## src/rtl/as512_pkg.sv

```systemverilog
// Shared types and constants for the as512 bus responder.
// Holds the FSM state encoding and bus-level constants.
package as512_pkg;

  localparam int BUS_W = 16;
  localparam logic [BUS_W-1:0] TIMEOUT_DATA = 16'hFFFF;

  typedef enum logic [1:0] {
    ST_IDLE,
    ST_WREQ,
    ST_RREQ,
    ST_RHOLD
  } state_t;

endpackage

```

## src/rtl/as512_bus_responder_if.sv

```systemverilog
// CPU pin bundle plus req/ack memory port of the responder.
// slave = responder side, master = CPU/memory environment side.
interface as512_bus_responder_if #(
  parameter int ADDR_W = 24
);
  import as512_pkg::*;

  logic [BUS_W-1:0]  bus_in;
  logic [BUS_W-1:0]  bus_out;
  logic              bus_oe;
  logic              len1;
  logic              len2;
  logic              rw;
  logic              opreq;
  logic              mem_req;
  logic              mem_we;
  logic [ADDR_W-1:0] mem_addr;
  logic [BUS_W-1:0]  mem_wdata;
  logic [BUS_W-1:0]  mem_rdata;
  logic              mem_ack;
  logic              busy;
  logic              err_timeout;
  logic              err_overrun;

  modport slave (
    input  bus_in, len1, len2, rw, opreq,
    input  mem_rdata, mem_ack,
    output bus_out, bus_oe,
    output mem_req, mem_we, mem_addr, mem_wdata,
    output busy, err_timeout, err_overrun
  );

  modport master (
    output bus_in, len1, len2, rw, opreq,
    output mem_rdata, mem_ack,
    input  bus_out, bus_oe,
    input  mem_req, mem_we, mem_addr, mem_wdata,
    input  busy, err_timeout, err_overrun
  );

endinterface

```

## src/rtl/as512_wait_timer.sv

```systemverilog
// Loadable down-counter used to bound the wait for mem_ack.
// o_expired is high while running with the count exhausted.
module as512_wait_timer #(
  parameter int W = 4
) (
  input  logic         clk,
  input  logic         rst,
  input  logic         i_load,
  input  logic         i_run,
  input  logic [W-1:0] i_load_val,
  output logic         o_expired
);

  logic [W-1:0] r_cnt;

  // Load on request start, count down while the request is open
  always_ff @(posedge clk or posedge rst) begin
    if (rst) begin
      r_cnt <= '0;
    end else if (i_load) begin
      r_cnt <= i_load_val;
    end else if (i_run && (r_cnt != '0)) begin
      r_cnt <= r_cnt - W'(1);
    end
  end

  assign o_expired = i_run && (r_cnt == '0);

endmodule

```

## src/rtl/as512_bus_responder.sv

```systemverilog
// Target side of the as512 external bus.
// Turns CPU address/op strobes into req/ack memory requests.
module as512_bus_responder
  import as512_pkg::*;
#(
  parameter int ADDR_W   = 24,
  parameter int MAX_WAIT = 15,
  parameter int AUTO_INC = 1
) (
  input logic                 clk,
  input logic                 rst,
  as512_bus_responder_if.slave bus
);

  // ADDR_W is expected in 17..32: len2 supplies the upper bits.
  localparam int CW = $clog2(MAX_WAIT + 1);

  state_t            r_state;
  state_t            w_state_nxt;
  logic [ADDR_W-1:0] r_addr;
  logic [ADDR_W-1:0] w_addr_nxt;
  logic [BUS_W-1:0]  r_wdata;
  logic [BUS_W-1:0]  r_rdout;
  logic              r_err_to;
  logic              r_err_ov;
  logic              w_busy;
  logic              w_start;
  logic              w_expired;
  logic              w_ack_done;
  logic              w_timeout;
  logic              w_len;

  assign w_busy     = (r_state == ST_WREQ) || (r_state == ST_RREQ);
  assign w_len      = bus.len1 || bus.len2;
  assign w_start    = !w_busy && bus.opreq;
  assign w_ack_done = w_busy && bus.mem_ack;
  assign w_timeout  = w_expired && !bus.mem_ack;

  as512_wait_timer #(
    .W (CW)
  ) u_timer (
    .clk        (clk),
    .rst        (rst),
    .i_load     (w_start),
    .i_run      (w_busy),
    .i_load_val (CW'(MAX_WAIT - 1)),
    .o_expired  (w_expired)
  );

  // FSM state register
  always_ff @(posedge clk or posedge rst) begin
    if (rst) r_state <= ST_IDLE;
    else     r_state <= w_state_nxt;
  end

  // Next state: RHOLD behaves like IDLE once the CPU acts again
  always_comb begin
    w_state_nxt = r_state;
    unique case (r_state)
      ST_IDLE, ST_RHOLD: begin
        if (bus.opreq)
          w_state_nxt = bus.rw ? ST_WREQ : ST_RREQ;
        else if (w_len)
          w_state_nxt = ST_IDLE;
      end
      ST_WREQ: begin
        if (w_ack_done || w_timeout) w_state_nxt = ST_IDLE;
      end
      ST_RREQ: begin
        if (w_ack_done)     w_state_nxt = ST_RHOLD;
        else if (w_timeout) w_state_nxt = ST_IDLE;
      end
      default: w_state_nxt = ST_IDLE;
    endcase
  end

  // Address merge from the two latch enables
  always_comb begin
    w_addr_nxt = r_addr;
    if (bus.len1) w_addr_nxt[15:0] = bus.bus_in;
    if (bus.len2) w_addr_nxt[ADDR_W-1:16] = bus.bus_in[ADDR_W-17:0];
  end

  // Address, write data, read data and sticky error flags
  always_ff @(posedge clk or posedge rst) begin
    if (rst) begin
      r_addr   <= '0;
      r_wdata  <= '0;
      r_rdout  <= '0;
      r_err_to <= 1'b0;
      r_err_ov <= 1'b0;
    end else begin
      if (w_busy) begin
        if (w_len || bus.opreq) r_err_ov <= 1'b1;
        if ((w_ack_done || w_timeout) && (AUTO_INC != 0))
          r_addr <= r_addr + ADDR_W'(1);
      end else begin
        if (w_len) r_addr <= w_addr_nxt;
        if (bus.opreq && bus.rw) r_wdata <= bus.bus_in;
      end
      if (w_timeout) r_err_to <= 1'b1;
      if (r_state == ST_RREQ) begin
        if (bus.mem_ack)    r_rdout <= bus.mem_rdata;
        else if (w_timeout) r_rdout <= TIMEOUT_DATA;
      end
    end
  end

  assign bus.mem_req     = w_busy;
  assign bus.mem_we      = (r_state == ST_WREQ);
  assign bus.mem_addr    = r_addr;
  assign bus.mem_wdata   = r_wdata;
  assign bus.bus_out     = r_rdout;
  assign bus.bus_oe      = (r_state == ST_RHOLD) && !bus.rw && !w_len;
  assign bus.busy        = w_busy;
  assign bus.err_timeout = r_err_to;
  assign bus.err_overrun = r_err_ov;

endmodule
```

## src/flat_wrapper.sv

```systemverilog
// flat-port wrapper written by rule: the top's interface ports become plain ports
module as512_bus_responder_flat import as512_pkg::*;
#(
  parameter int ADDR_W   = 24,
  parameter int MAX_WAIT = 15,
  parameter int AUTO_INC = 1
)
  (clk, rst, bus_bus_in, bus_len1, bus_len2, bus_rw, bus_opreq, bus_mem_rdata, bus_mem_ack, bus_bus_out, bus_bus_oe, bus_mem_req, bus_mem_we, bus_mem_addr, bus_mem_wdata, bus_busy, bus_err_timeout, bus_err_overrun);
  as512_bus_responder_if #(.ADDR_W(ADDR_W)) bus_i ();
  input logic clk;
  input logic rst;
  input wire logic [$bits(bus_i.bus_in)-1:0] bus_bus_in;
  input wire logic [$bits(bus_i.len1)-1:0] bus_len1;
  input wire logic [$bits(bus_i.len2)-1:0] bus_len2;
  input wire logic [$bits(bus_i.rw)-1:0] bus_rw;
  input wire logic [$bits(bus_i.opreq)-1:0] bus_opreq;
  input wire logic [$bits(bus_i.mem_rdata)-1:0] bus_mem_rdata;
  input wire logic [$bits(bus_i.mem_ack)-1:0] bus_mem_ack;
  output wire logic [$bits(bus_i.bus_out)-1:0] bus_bus_out;
  output wire logic [$bits(bus_i.bus_oe)-1:0] bus_bus_oe;
  output wire logic [$bits(bus_i.mem_req)-1:0] bus_mem_req;
  output wire logic [$bits(bus_i.mem_we)-1:0] bus_mem_we;
  output wire logic [$bits(bus_i.mem_addr)-1:0] bus_mem_addr;
  output wire logic [$bits(bus_i.mem_wdata)-1:0] bus_mem_wdata;
  output wire logic [$bits(bus_i.busy)-1:0] bus_busy;
  output wire logic [$bits(bus_i.err_timeout)-1:0] bus_err_timeout;
  output wire logic [$bits(bus_i.err_overrun)-1:0] bus_err_overrun;
  assign bus_i.bus_in = bus_bus_in;
  assign bus_i.len1 = bus_len1;
  assign bus_i.len2 = bus_len2;
  assign bus_i.rw = bus_rw;
  assign bus_i.opreq = bus_opreq;
  assign bus_i.mem_rdata = bus_mem_rdata;
  assign bus_i.mem_ack = bus_mem_ack;
  assign bus_bus_out = bus_i.bus_out;
  assign bus_bus_oe = bus_i.bus_oe;
  assign bus_mem_req = bus_i.mem_req;
  assign bus_mem_we = bus_i.mem_we;
  assign bus_mem_addr = bus_i.mem_addr;
  assign bus_mem_wdata = bus_i.mem_wdata;
  assign bus_busy = bus_i.busy;
  assign bus_err_timeout = bus_i.err_timeout;
  assign bus_err_overrun = bus_i.err_overrun;
  as512_bus_responder #(.ADDR_W(ADDR_W), .MAX_WAIT(MAX_WAIT), .AUTO_INC(AUTO_INC)) u_core (.clk(clk), .rst(rst), .bus(bus_i));
endmodule
```

## config.mk

```make
export PLATFORM = sky130hd
export DESIGN_NAME = as512_bus_responder_flat
export DESIGN_NICKNAME = d
export VERILOG_FILES = /design/src/rtl/as512_pkg.sv /design/src/rtl/as512_bus_responder_if.sv /design/src/rtl/as512_wait_timer.sv /design/src/rtl/as512_bus_responder.sv /design/src/flat_wrapper.sv
export SDC_FILE = /design/constraint.sdc
export NUM_CORES = 1
export LEC_CHECK = 0
export BUFFER_PORTS_ARGS = -buffer_cell sky130_fd_sc_hd__buf_2
export CAP_MARGIN = 20
export CORE_MARGIN = 5
export CORE_UTILIZATION = 50
export DETAILED_ROUTE_END_ITERATION = 8
export PLACE_DENSITY_LB_ADDON = 0.2
export SLEW_MARGIN = 20
export SYNTH_ARGS = -nofsm -noshare
export SYNTH_HDL_FRONTEND = slang
export SYNTH_SLANG_ARGS = --single-unit
```

## constraint.sdc

```tcl
create_clock -name clk -period 3.5 [get_ports clk]
set_input_delay 0.175 -clock clk [delete_from_list [all_inputs] [get_ports clk]]
set_output_delay 0.175 -clock clk [all_outputs]
set_load 0.01 [all_outputs]
```

Word level (Yosys, flattened, before mapping)
Index checks and enable logic that the tools add are counted.
{"block": "word_totals", "ff_bits": 64, "inputBits": 39, "out_inout_bits": 62}
{"block": "op_classes", "n_addsub": 2, "n_eq_ne": 7, "mux": 16, "n_bitwise": 1, "n_reduce_logical": 31}
{"operator": "two-way mux 24 bit", "count": 3}
{"operator": "two-way mux 16 bit", "count": 3}
{"operator": "adder 24 x 1 -> 24 bit (second input constant)", "count": 1}
{"operator": "two-way mux 2 bit", "count": 6}
{"operator": "nonzero test 2 bit", "count": 5}
{"operator": "AND reduction 3 bit", "count": 3}
{"operator": "logical AND 1 bit", "count": 8}
{"operator": "two-way mux 4 bit", "count": 2}
{"operator": "two-way mux 8 bit", "count": 1}
{"operator": "one-hot mux 2 bit (3 select lines)", "count": 1}
{"operator": "AND reduction 2 bit", "count": 3}
{"operator": "== test 2 bit (second input constant)", "count": 2}
{"operator": "zero test 1 bit", "count": 4}
{"operator": "zero test 4 bit", "count": 1}
{"operator": "logical OR 1 bit", "count": 4}
{"operator": "inequality test 2 x 1 -> 1 bit (second input constant)", "count": 2}
{"operator": "nonzero test 4 bit", "count": 1}
{"operator": "subtractor 4 x 1 -> 4 bit (second input constant)", "count": 1}
{"operator": "inequality test 3 x 1 -> 1 bit (second input constant)", "count": 1}
{"operator": "inequality test 3 x 2 -> 1 bit (second input constant)", "count": 1}
{"operator": "== test 2 x 1 -> 1 bit (second input constant)", "count": 1}
{"operator": "zero test 2 bit", "count": 1}
{"operator": "OR reduction 2 bit", "count": 1}
{"operator": "inverter 1 bit", "count": 1}

Logic depth before layout (Yosys ltp)
Gate-level depths: netlist of run 1.
{"block": "logic_depth", "word_depth": 7, "ltp_mapped": 8}

Cells and area by module
A second synthesis of run 1 with hierarchy kept.
{"block": "hier_totals", "cells_unflattened": 323, "area_unflattened_um2": 3294.4}
{"mod": "as512_bus_responder", "instances": 1, "cells_each": 295, "area_each_um2": 3032.9}
{"mod": "as512_wait_timer", "instances": 1, "cells_each": 28, "area_each_um2": 261.5}

Worst setup path after synthesis of run 1
No wires, ideal clock.
{"block": "synth_timing", "path_kind": "register -> register", "from": "register u_core.r_state[0]", "to": "register u_core.r_wdata[0] (netlist: u_core.bus.mem_wdata[0])", "setup_time_ps": 125, "arrival_ps": 1681, "required_time_ps": 3375, "slack_ps": 1695, "stages_incl_launch_ff": 7, "path_buffers": 2, "synth_period_minus_slack_ps": 1805, "cell_sequence": "dfrtp_1 inv_1 ha_1 buf_2 nand3_1 buf_2 mux2_2"}
{"block": "synth_between", "elab_chain_cells": 4}
{"element": "start: declaration", "line": "as512_bus_responder.sv:18", "text": "state_t r_state;"}
{"element": "start signal: assignment", "line": "as512_bus_responder.sv:53", "text": "else r_state <= w_state_nxt;"}
{"element": "== test 2 x 1 -> 1 bit or == test 2 bit (tied branches)", "line": "as512_bus_responder.sv:33", "text": "assign w_busy = (r_state == ST_WREQ) || (r_state == ST_RREQ);"}
{"element": "logical OR 1 bit *", "line": "as512_bus_responder.sv:33"}
{"element": "inverter 1 bit (no line) *"}
{"element": "AND reduction 2 bit (no line) *"}
{"element": "end signal: assignment", "line": "as512_bus_responder.sv:99", "text": "if (bus.opreq && bus.rw) r_wdata <= bus.bus_in;"}
{"element": "end: declaration", "line": "as512_bus_responder.sv:22", "text": "logic [BUS_W-1:0] r_wdata;"}
Every way passes the cells marked *; elsewhere a longest branch is shown, timed or not.
A chain may end at the register's enable or synchronous reset.

Worst setup path in the final report of run 1
{"block": "layout_timing", "from": "register u_core.r_state[0]", "to": "register u_core.r_addr[4] (netlist: u_core.bus.mem_addr[4])"}
{"block": "layout_between", "elab_chain_cells": 7}
{"element": "== test 2 x 1 -> 1 bit or == test 2 bit (tied branches)", "line": "as512_bus_responder.sv:33"}
{"element": "logical OR 1 bit *", "line": "as512_bus_responder.sv:33"}
{"element": "logical AND 1 bit", "line": "as512_wait_timer.sv:27", "text": "assign o_expired = i_run && (r_cnt == '0);"}
{"element": "logical AND 1 bit", "line": "as512_bus_responder.sv:37", "text": "assign w_timeout = w_expired && !bus.mem_ack;"}
{"element": "logical OR 1 bit", "line": "as512_bus_responder.sv:95", "text": "if ((w_ack_done || w_timeout) && (AUTO_INC != 0))"}
{"element": "inequality test 2 x 1 -> 1 bit (no line)"}
{"element": "AND reduction 3 bit (no line)"}
{"element": "end signal: assignment", "line": "as512_bus_responder.sv:96", "text": "r_addr <= r_addr + ADDR_W'(1);"}
{"element": "end signal: assignment", "line": "as512_bus_responder.sv:98", "text": "if (w_len) r_addr <= w_addr_nxt;"}
{"element": "end: declaration", "line": "as512_bus_responder.sv:20", "text": "logic [ADDR_W-1:0] r_addr;"}
Marks and branches as above.

==> results of run 1 <==
## registers in the layout (all words and copies together) (netlist names)
| signal | flops |
|---|---|
| u_core.bus.mem_addr | 24 |
| u_core.r_state | 2 |
| u_core.u_timer.r_cnt | 4 |
| u_core.bus.bus_out | 16 |
| u_core.bus.err_timeout | 1 |
| u_core.bus.err_overrun | 1 |
| u_core.bus.mem_wdata | 16 |
## worst register-to-register path: cells and delay by family (launching register included)
kind | cells | cell delay, ns
flops | 1 | 0.39
compound gates | 3 | 1.12
fa+ha+maj | 1 | 0.43
buf+inv | 3 | 0.52
## metal layers
metal	global-route usage, %	wire length (um)	vias up
met5	0	0	-
met4	7.67	140	0
met3	6.23	647	16
met2	33.5	4180	119
met1	28.9	3930	1476
li1	-	-	1428
## cells by family (layout without fill, tap and decap cells)
group / count (synthesis) / count (layout) / share of synthesized area (%)
DFF: 64 / 64 / 47.4
buffers and inverters: 34 / 133 / 5.00
and+or+nand+nor: 113 / 113 / 18.8
xor gates and xnor gates: 1 / 1 / 0.259
adders and majority gates: 6 / 6 / 2.22
AOI/OAI and AO/OA: 95 / 95 / 20.4
muxes: 18 / 18 / 5.93
## cell type report
class / count / area, um^2
sequential: 64 / 1600
tap: 80 / 100
clock inverter: 2 / 37.5
clock buffer: 13 / 169
multi-input combinational: 233 / 1610
inverter: 14 / 53.8
fill: 578 / 2580
timing repair buffer: 104 / 531
## through the flow
stage / std cells / cell area [um^2] / power (mW) / util [%]
CTS: 510 / 4100 / 3.87 / 61.3
global route: 510 / 4100 / 4.15 / 61.4
global placement: 495 / 3890 / 3.14 / 58.3
detailed placement: 495 / 3890 / 3.20 / 58.3
finish: 510 / 4100 / 3.85 / 61.4
floorplan: 331 / 3380 / 2.57 / -
## placed cells by master (no fill, tap or decap), types with 3 or more instances in the layout
cell       instances
a211oi_1           3
nand2b_1           3
a311oi_1           3
a21oi_1           20
clkbuf_8          12
a22oi_1            3
nand3_1           16
nand2_1           16
nor2b_1            4
o21ai_1            5
and3_1            10
or3_1              3
nor4_1             5
inv_1             13
buf_4              4
mux2_2            16
nor3_1             7
o211ai_1           3
o22ai_1            4
nor2_1            25
o22a_1            16
o21ai_0            9
buf_2            100
a211o_1            4
nand4_1           10
dfrtp_1           64
ha_1               6
o31ai_1            6
o2bb2ai_1          4
## worst max path at each step
| stage | from | end | slack (ns) | depth (start not counted) |
|---|---|---|---|---|
| 2_1_floorplan | u_core.r_state[0]$_DFFE_PP0P_ | u_core.bus.mem_wdata[0]$_DFFE_PP0P_ | 1.69 | 6 |
| 3_3_place_gp | u_core.r_state[0]$_DFFE_PP0P_ | u_core.bus.mem_addr[4]$_DFFE_PP0P_ | 1.09 | 7 |
| 3_5_place_dp | u_core.r_state[0]$_DFFE_PP0P_ | u_core.bus.mem_addr[4]$_DFFE_PP0P_ | 0.96 | 7 |
| 4_1_cts | u_core.r_state[0]$_DFFE_PP0P_ | u_core.bus.mem_addr[4]$_DFFE_PP0P_ | 0.94 | 7 |
| 5_1_grt | u_core.r_state[0]$_DFFE_PP0P_ | u_core.bus.mem_addr[4]$_DFFE_PP0P_ | 0.67 | 7 |
| 6_report | u_core.r_state[0]$_DFFE_PP0P_ | u_core.bus.mem_addr[4]$_DFFE_PP0P_ | 0.95 | 7 |
## power by group through the flow
| stage | Clock (mW) | Sequential [mW] | Combinational, mW |
|---|---|---|---|
| after floorplan | 0 | 1.53 | 1.05 |
| after global placement | 0 | 1.41 | 1.73 |
| after detailed placement | 0 | 1.43 | 1.77 |
| after CTS | 0.676 | 1.41 | 1.78 |
| after global routing | 0.713 | 1.48 | 1.96 |
| final | 0.666 | 1.42 | 1.76 |
==> flow_summary.toml, run 1 <==
[run_status]
outcome = "complete, but fails checks"
violations = "negative hold slack"

[sta]
max-slew-margin-rel_pct = 26.6
fin_crit_sh_pct = 73.0
fin_ws_ns = 0.946
drv_slew = 0
timing.fmax_ghz = 0.392
finalClockSkew_ns = 0.00582
tightest_slew_ns = 1.10
hold_viol = 32
rsz0062_at_grt = "false"
min_period_ns = 2.55
setup_tns_ns = 0
setup_viol = 0
holdWs_ns = -0.0204

[yosys]
ys_ff_latch = 64
synth_cell_types = 55
yosys_warnings = 0
synthFlopType = "dfrtp_1"
synth_top_area_share_pct = 47.4
synthTopCellsByCount = "dfrtp_1 (64), nor2_1 (25), a21oi_1 (20)"
syn_inst = 331
synth-edff-count = 0
yosysSeqAreaShare_pct = 47.4
async_reset_ff_share_pct = 100
syn_nets = 376
post-synth-top-area-cell = "dfrtp_1"
synth.most_common_cell = "dfrtp_1"
avgSynthCellArea_um2 = 10.2
ys_top_cells_by_area = "dfrtp_1 (47%), mux2_2 (5.3%), o22a_1 (4.1%)"
syn-cell-area_um2 = 3380

[worst_setup_path]
worst_setup_path_end_kind = "flop"
path_buf_inv = 3
critPathMaxStageDelay_ns = 0.74
ff2ff_setup_slack_ns = 0.95
crit_top_cell = "inv_1"
critical_path_arrival_ns = 2.82
r2r-end = "u_core.bus.mem_addr[4]$_DFFE_PP0P_"
critPathTopFamily = "compound AO/OA/AOI/OAI gates"
crit_chain = "inv_1, ha_1, inv_1, buf_4, o22ai_1, o21ai_0, a21oi_1"
worstPathRequired_ns = 3.76
path_class = "reg -> reg"
start_kind = "flop"
path_max_fanout = 12
r2r_start = "u_core.r_state[0]$_DFFE_PP0P_"
r2r_cells = 7
crit_path_top_delay_cell = "o22ai_1"

[clock_tree]
clk_pin_slew_ns = 0.07
clockRootBuffer = "clkbuf_8"
cts_tree = "yes"
clock-sinks = 64
cts_buffers = 9
clock_latency_ns = 0.34
cts_resized = 0
clock_path_buffers = 2
ctsHoldBuffers = 0
h-tree-depth = 3
cts_setup_buffers = 0

[final_layout]
antennaDiodeCount = 0
nNetsFinal = 471
area_delta_synth_final_pct = 21.4
drive_gt1_share_pct = 34.2

[pwr]
comb_power_share_pct = 45.9
p_leak_nw = 1.86
sw_frac_of_total_pct = 41.9
clkPwrFrac_pct = 17.3
peakVddDrop_v = 0.000433
p_int_mw = 2.23
p_switching_mw = 1.61
power_density_nw_per_um2 = 938
seqPwrFrac_pct = 36.8

[run]
cap_violations = 0

[grt]
grt_antenna_before_repair = 0
grt_pass1_vias = 3025
grt_first_pass_wirelength_mm = 14.8
overflow = 0
grt_max_degree = 59
grt_use_total_pct = 21.6

[die]
die_y_um = 92.2
start_util_pct = 50.6
die-area_um2 = 8500
core.rowCount = 30
die_w_um = 92.2
io_pins = 101
core_area_um2 = 6680

[routing]
drtIter0Drc = 238
ant_nets = 0
drc = 0
vias = 3039
dr.pass1.iters = 7
routed_via_density = 5.96
wirelength_mm = 8.89
avgRoutedWirePerCell_um = 17.4

[placement]
preCtsSetupSlack_ns = 0.960
portBuffers = 100
dp_hpwl_mm = 6.49
place_congestion = 0.903

[hold_path]
hold_path.class = "in -> async"
Power figures use the tool's default switching activity.
==> run 2: changes to the inputs <==
--- a/config.mk
+++ b/config.mk
@@ -5,6 +5,7 @@
 export SDC_FILE = /design/constraint.sdc
 export NUM_CORES = 1
 export LEC_CHECK = 0
+export ABC_AREA = 1
 export BUFFER_PORTS_ARGS = -buffer_cell sky130_fd_sc_hd__buf_2
 export CAP_MARGIN = 20
 export CORE_MARGIN = 5
==> constraint.sdc (replaced) <==
create_clock -name clk -period 2.4 [get_ports clk]
set_input_delay 0.12 -clock clk [delete_from_list [all_inputs] [get_ports clk]]
set_output_delay 0.12 -clock clk [all_outputs]
set_load 0.01 [all_outputs]
==> run 2 against run 1 <==
The run now ends clean. Final area rose by 6.3%. Combinational power increased by 94%. Synthesized cell count is 35% higher. Utilization grew 2.4 points.
==> flow_summary.toml, run 2 <==
[sta]
drv_slew = 0
tightest_slew_ns = 0.627
setup_tns_ns = 0
max-slew-margin-rel_pct = 58.2
hold_viol = 0
rsz0062_at_grt = "false"
fin_ws_ns = 0.399
holdWs_ns = 0.0150
finalClockSkew_ns = 0.0105
min_period_ns = 2.00
timing.fmax_ghz = 0.500
setup_viol = 0
fin_crit_sh_pct = 83.4

[routing]
avgRoutedWirePerCell_um = 13.9
drc = 0
drtIter0Drc = 155
routed_via_density = 4.93
ant_nets = 0
vias = 3227
dr.pass1.iters = 4
wirelength_mm = 9.06

[placement]
portBuffers = 100
preCtsSetupSlack_ns = 0.437
dpl.cell_count = 636
place_congestion = 0.872
post_dp_cell_area_um2 = 4110
dp_hpwl_mm = 6.95

[yosys]
synth_top_area_share_pct = 45.5
async_reset_ff_share_pct = 100
yosys.area_share.simple_pct = 26.1
syn-cell-area_um2 = 3520
synthFlopType = "dfrtp_1"
synth-xor-area-share_pct = 0.995
synthTopCellsByCount = "nand2_1 (98), nor2_1 (68), dfrtp_1 (64)"
synth.most_common_cell = "nand2_1"
avgSynthCellArea_um2 = 7.88
synth_top_family_by_area = "simple AND/OR/NAND/NOR gates"
synth-edff-count = 0
syn_nets = 492
ys_top_cells_by_area = "dfrtp_1 (45%), nand2_1 (10%), nor2_1 (7.2%)"
ys_ff_latch = 64
synth_compound_area_share_pct = 11.4
synthAdderAreaFrac_pct = 2.13
yosys_warnings = 0
yosys-mux-area-fraction_pct = 4.80
syn_inst = 447
yosysSeqAreaShare_pct = 45.5
synth_cell_types = 37
post-synth-top-area-cell = "dfrtp_1"

[final_layout]
nNetsFinal = 598
largest_reg_flops = 24
final_cell_mix = "buf_2 (100), nand2_1 (98), nor2_1 (68)"
final_cells = 654
antennaDiodeCount = 0
drive_gt1_share_pct = 29.0
stdcell_area_um2 = 4360
area_delta_synth_final_pct = 23.7
final_common_cell = "buf_2"

[grt]
grt_first_pass_wirelength_mm = 15.3
grt_pass1_vias = 3266
grt_antenna_before_repair = 0
grt_use_total_pct = 22.1
overflow = 0
grt_max_degree = 40

[pwr]
p_leak_nw = 2.30
comb_power_share_pct = 52.1
seqPwrFrac_pct = 31.6
p_switching_mw = 3.03
clkPwrFrac_pct = 16.3
p_int_mw = 3.51
peakVddDrop_v = 0.000766
power_density_nw_per_um2 = 1500
sw_frac_of_total_pct = 46.4

[worst_setup_path]
start_kind = "flop"
path_max_fanout = 23
path_class = "reg -> reg"
worst_setup_path_end_kind = "flop"
worstPathRequired_ns = 2.64
critical_path_arrival_ns = 2.24

[die]
core.rowCount = 30
die_y_um = 93.9
core_area_um2 = 6830
start_util_pct = 51.5
io_pins = 101
die-area_um2 = 8820
die_w_um = 93.9

[clock_tree]
cts_setup_buffers = 0
ctsHoldBuffers = 2
cts_buffers = 9
cts_tree = "yes"
clock_path_buffers = 2
cts_resized = 0
clockRootBuffer = "clkbuf_8"
clk_pin_slew_ns = 0.08
clock_latency_ns = 0.35
clock-sinks = 64
h-tree-depth = 3

[hold_path]
hold_path.class = "in -> reg"

[run_status]
outcome = "finished clean"

[run]
cap_violations = 0
==> run 2: area by class of cell <==
class / count / area [um^2]
inverters: 64 / 243
clock buffers: 9 / 124
well taps: 96 / 120
clock inverters: 7 / 104
multi-input cells: 308 / 1600
flip-flops and latches: 64 / 1600
repair buffers: 106 / 563
fillers: 639 / 2470
==> run 2: cell families (layout without fill, tap and decap cells) <==
| family | count (synthesis) | after routing |
|---|---|---|
| fa+ha+maj | 6 | 6 |
| mux | 15 | 15 |
| buf+inv | 75 | 186 |
| xor+xnor | 4 | 4 |
| compound gates | 71 | 71 |
| simple gates | 212 | 212 |
| flops | 64 | 64 |
==> run 2: path summary, 6_finish.rpt <==
kind                                                             end                               start  slack, ns  cells past startpoint
worst min-delay path            u_core.bus.mem_wdata[12]$_DFFE_PP0P_                      bus_bus_in[12]       0.01                      2
worst max register to register   u_core.bus.mem_addr[12]$_DFFE_PP0P_       u_core.r_state[0]$_DFFE_PP0P_       0.40                     10
worst min register to register    u_core.bus.err_timeout$_DFFE_PP0P_  u_core.bus.err_timeout$_DFFE_PP0P_       0.46                      1
max in group asynchronous          u_core.bus.bus_out[0]$_DFFE_PP0P_                                 rst       1.41                      4
min in group asynchronous        u_core.bus.mem_addr[23]$_DFFE_PP0P_                                 rst       0.38                      3
worst max-delay path             u_core.bus.mem_addr[12]$_DFFE_PP0P_       u_core.r_state[0]$_DFFE_PP0P_       0.40                     10
==> run 2: critical path, cell delays in order (launching register included) <==
cell and delay (ns):
dfrtp_1 0.39, inv_1 0.07, ha_1 0.43, a31oi_4 0.31, nand2_4 0.10, nand2_4 0.22
inv_2 0.15, nand2_1 0.09, nand2_1 0.05, nand2_1 0.05, inv_1 0.03
==> run 2: through the flow <==
stage	power [mW]	util, %
floorplan	4.41	-
detailed placement	5.50	60.1
finish	6.55	63.8
global route	7.13	63.8
global placement	5.37	60.1
CTS	6.59	63.8
==> run 2: metal layers <==
metal  track usage [%]  vias to the layer above  routed length [um]
li1                  -                     1626                   -
met1              27.8                     1476                3860
met2              35.9                      106                4240
met3              5.61                       19                 733
met4              9.27                        0                 226
met5                 0                        -                   0
==> run 2: power groups by stage <==
stage	clock, mW	sequential [mW]	combinational, mW
4_1_cts	1.09	2.06	3.44
3_3_place_gp	0	2.05	3.32
2_1_floorplan	0	2.22	2.19
3_5_place_dp	0	2.08	3.43
5_1_grt	1.14	2.15	3.84
6_report	1.07	2.07	3.41
==> run 3: changes to the inputs <==
==> constraint.sdc (replaced) <==
create_clock -name clk -period 2.1 [get_ports clk]
set_input_delay 0.105 -clock clk [delete_from_list [all_inputs] [get_ports clk]]
set_output_delay 0.105 -clock clk [all_outputs]
set_load 0.01 [all_outputs]
==> run 3 against run 2 <==
Final area up 0.83%. Clock skew increased by 0.0030 ns. Global-route usage rose by 0.27 points. Combinational power grew 14%. Count of clock-buffer cells in the layout did not move. Utilization grew 0.53 points. Die area unchanged. Power is 16% higher. Sequential share of layout area is 0.30 points lower. Non-clock buffer count rose by 2. Critical endpoint is now bus_mem_req. Largest power group unchanged.
==> flow_summary.toml, run 3 (synthesis results as in run 2) <==
[worst_setup_path]
critPathMaxStageDelay_ns = 0.43
critPathTopFamily = "buffers and inverters"
ff2ff_setup_slack_ns = 0.16
r2r_cells = 10
path_max_fanout = 25
path_buf_inv = 4
worstPathRequired_ns = 2.00
crit_start = "u_core.r_state[0]$_DFFE_PP0P_"
path_class = "reg -> out"
endpoint = "bus_mem_req"
start_kind = "flop"
r2r_start = "u_core.r_state[0]$_DFFE_PP0P_"
critical_path_arrival_ns = 1.85
crit_chain = "inv_1, ha_1, inv_4, buf_4, buf_2"
crit_path_top_delay_cell = "ha_1"
r2r-end = "u_core.bus.mem_addr[12]$_DFFE_PP0P_"
worst_setup_path_end_kind = "primary output"
path_depth = 5

[clock_tree]
h-tree-depth = 3
cts_buffers = 9
clk_pin_slew_ns = 0.07
clock_latency_ns = 0.35
cts_resized = 0
clock_path_buffers = 2
clock-sinks = 64
cts_tree = "yes"
clockRootBuffer = "clkbuf_8"

[die]
start_util_pct = 51.5
die_y_um = 93.9
core.rowCount = 30
die_w_um = 93.9
core_area_um2 = 6830
die-area_um2 = 8820
io_pins = 101

[run]
cap_violations = 0

[final_layout]
final_cell_mix = "buf_2 (100), nand2_1 (98), nor2_1 (68)"
area_delta_synth_final_pct = 24.8
largest_reg_flops = 24
stdcell_area_um2 = 4390
antennaDiodeCount = 0
final_common_cell = "buf_2"
nNetsFinal = 600
drive_gt1_share_pct = 28.9

[placement]
portBuffers = 100
preCtsSetupSlack_ns = 0.193
place_congestion = 0.894
dp_hpwl_mm = 6.79
post_dp_cell_area_um2 = 4110

[sta]
finalClockSkew_ns = 0.0135
setup_tns_ns = 0
tightest_slew_ns = 0.624
setup_viol = 0
max-slew-margin-rel_pct = 58.4
rsz0062_at_grt = "false"
timing.fmax_ghz = 0.512
min_period_ns = 1.95
fin_ws_ns = 0.148
hold_viol = 0
fin_crit_sh_pct = 93.0
drv_slew = 0

[routing]
drc = 0
ant_nets = 0
dr.pass1.iters = 4
routed_via_density = 4.97
avgRoutedWirePerCell_um = 14.0
vias = 3259
wirelength_mm = 9.18
drtIter0Drc = 185

[grt]
grt_first_pass_wirelength_mm = 15.6
overflow = 0
grt_pass1_vias = 3282
grt_max_degree = 65
grt_antenna_before_repair = 0
grt_use_total_pct = 22.3

[pwr]
p_leak_nw = 2.32
power_density_nw_per_um2 = 1720
peakVddDrop_v = 0.000773

[run_status]
outcome = "finished clean"

[hold_path]
hold_path.class = "in -> reg"
-- run 3: cell count changes in the layout (fill, tap and decap cells not counted) --
cell           change
clkinv_4           -1
bufinv_16          +1
clkinvlp_4         +1
inv_6              -2
clkinv_2           +1
dlygate4sd3_1      +2
-- run 3: repair_timing --
action	in CTS	in global routing
setup buffers	0	0
endpoints found under the hold margin	67	0
hold buffers	4	0
-- run 3: worst min path at each step --
stage | cells past startpoint | end | startpoint
after floorplan | 1 | u_core.bus.mem_wdata[6]$_DFFE_PP0P_ | bus_bus_in[6]
after global placement | 3 | u_core.bus.bus_out[8]$_DFFE_PP0P_ | rst
after detailed placement | 3 | u_core.bus.bus_out[8]$_DFFE_PP0P_ | rst
after CTS | 2 | u_core.bus.mem_wdata[6]$_DFFE_PP0P_ | bus_bus_in[6]
after global routing | 2 | u_core.bus.mem_wdata[6]$_DFFE_PP0P_ | bus_bus_in[6]
final | 3 | u_core.bus.bus_out[2]$_DFFE_PP0P_ | bus_mem_rdata[2]
-- run 3: worst min-delay path, delay by kind of cell --
family | cells | cell delay [ns]
AOI/OAI and AO/OA | 1 | 0.09
buffers and inverters | 1 | 0.07
and+or+nand+nor | 1 | 0.03
-- run 3: cell type report --
class                   instances  area [um^2]
clock inverters                 7          120
inverters                      64          243
repair buffers                108          583
multi-input cells             308         1600
flip-flops and latches         64         1600
clock buffers                   9          124
well taps                      96          120
fillers                       653         2440
-- run 3: routing by layer --
| layer | up-vias | wire [um] | global-route usage (%) |
|---|---|---|---|
| met5 | - | 0 | 0 |
| met3 | 18 | 794 | 6.65 |
| met2 | 122 | 4280 | 35.2 |
| met4 | 0 | 203 | 8.06 |
| li1 | 1617 | - | - |
| met1 | 1502 | 3900 | 29.1 |
-- run 3: metrics by stage --
stage	power (mW)	hold slack [ns]	cells	util, %
after global routing	8.23	0.00288	656	64.3
after global placement	6.14	0.201	636	60.1
after floorplan	5.04	0.237	447	-
final	7.56	0.00460	656	64.3
after detailed placement	6.27	0.204	636	60.1
after CTS	7.60	0.000417	656	64.3
-- run 3: where the power goes --
part	internal (mW)	total [mW]	switching [mW]	leakage, nW
clock	0.790	1.31	0.522	0.119
combinational	1.48	3.88	2.40	1.47
sequential	1.85	2.37	0.522	0.730
total	4.12	7.56	3.44	2.32
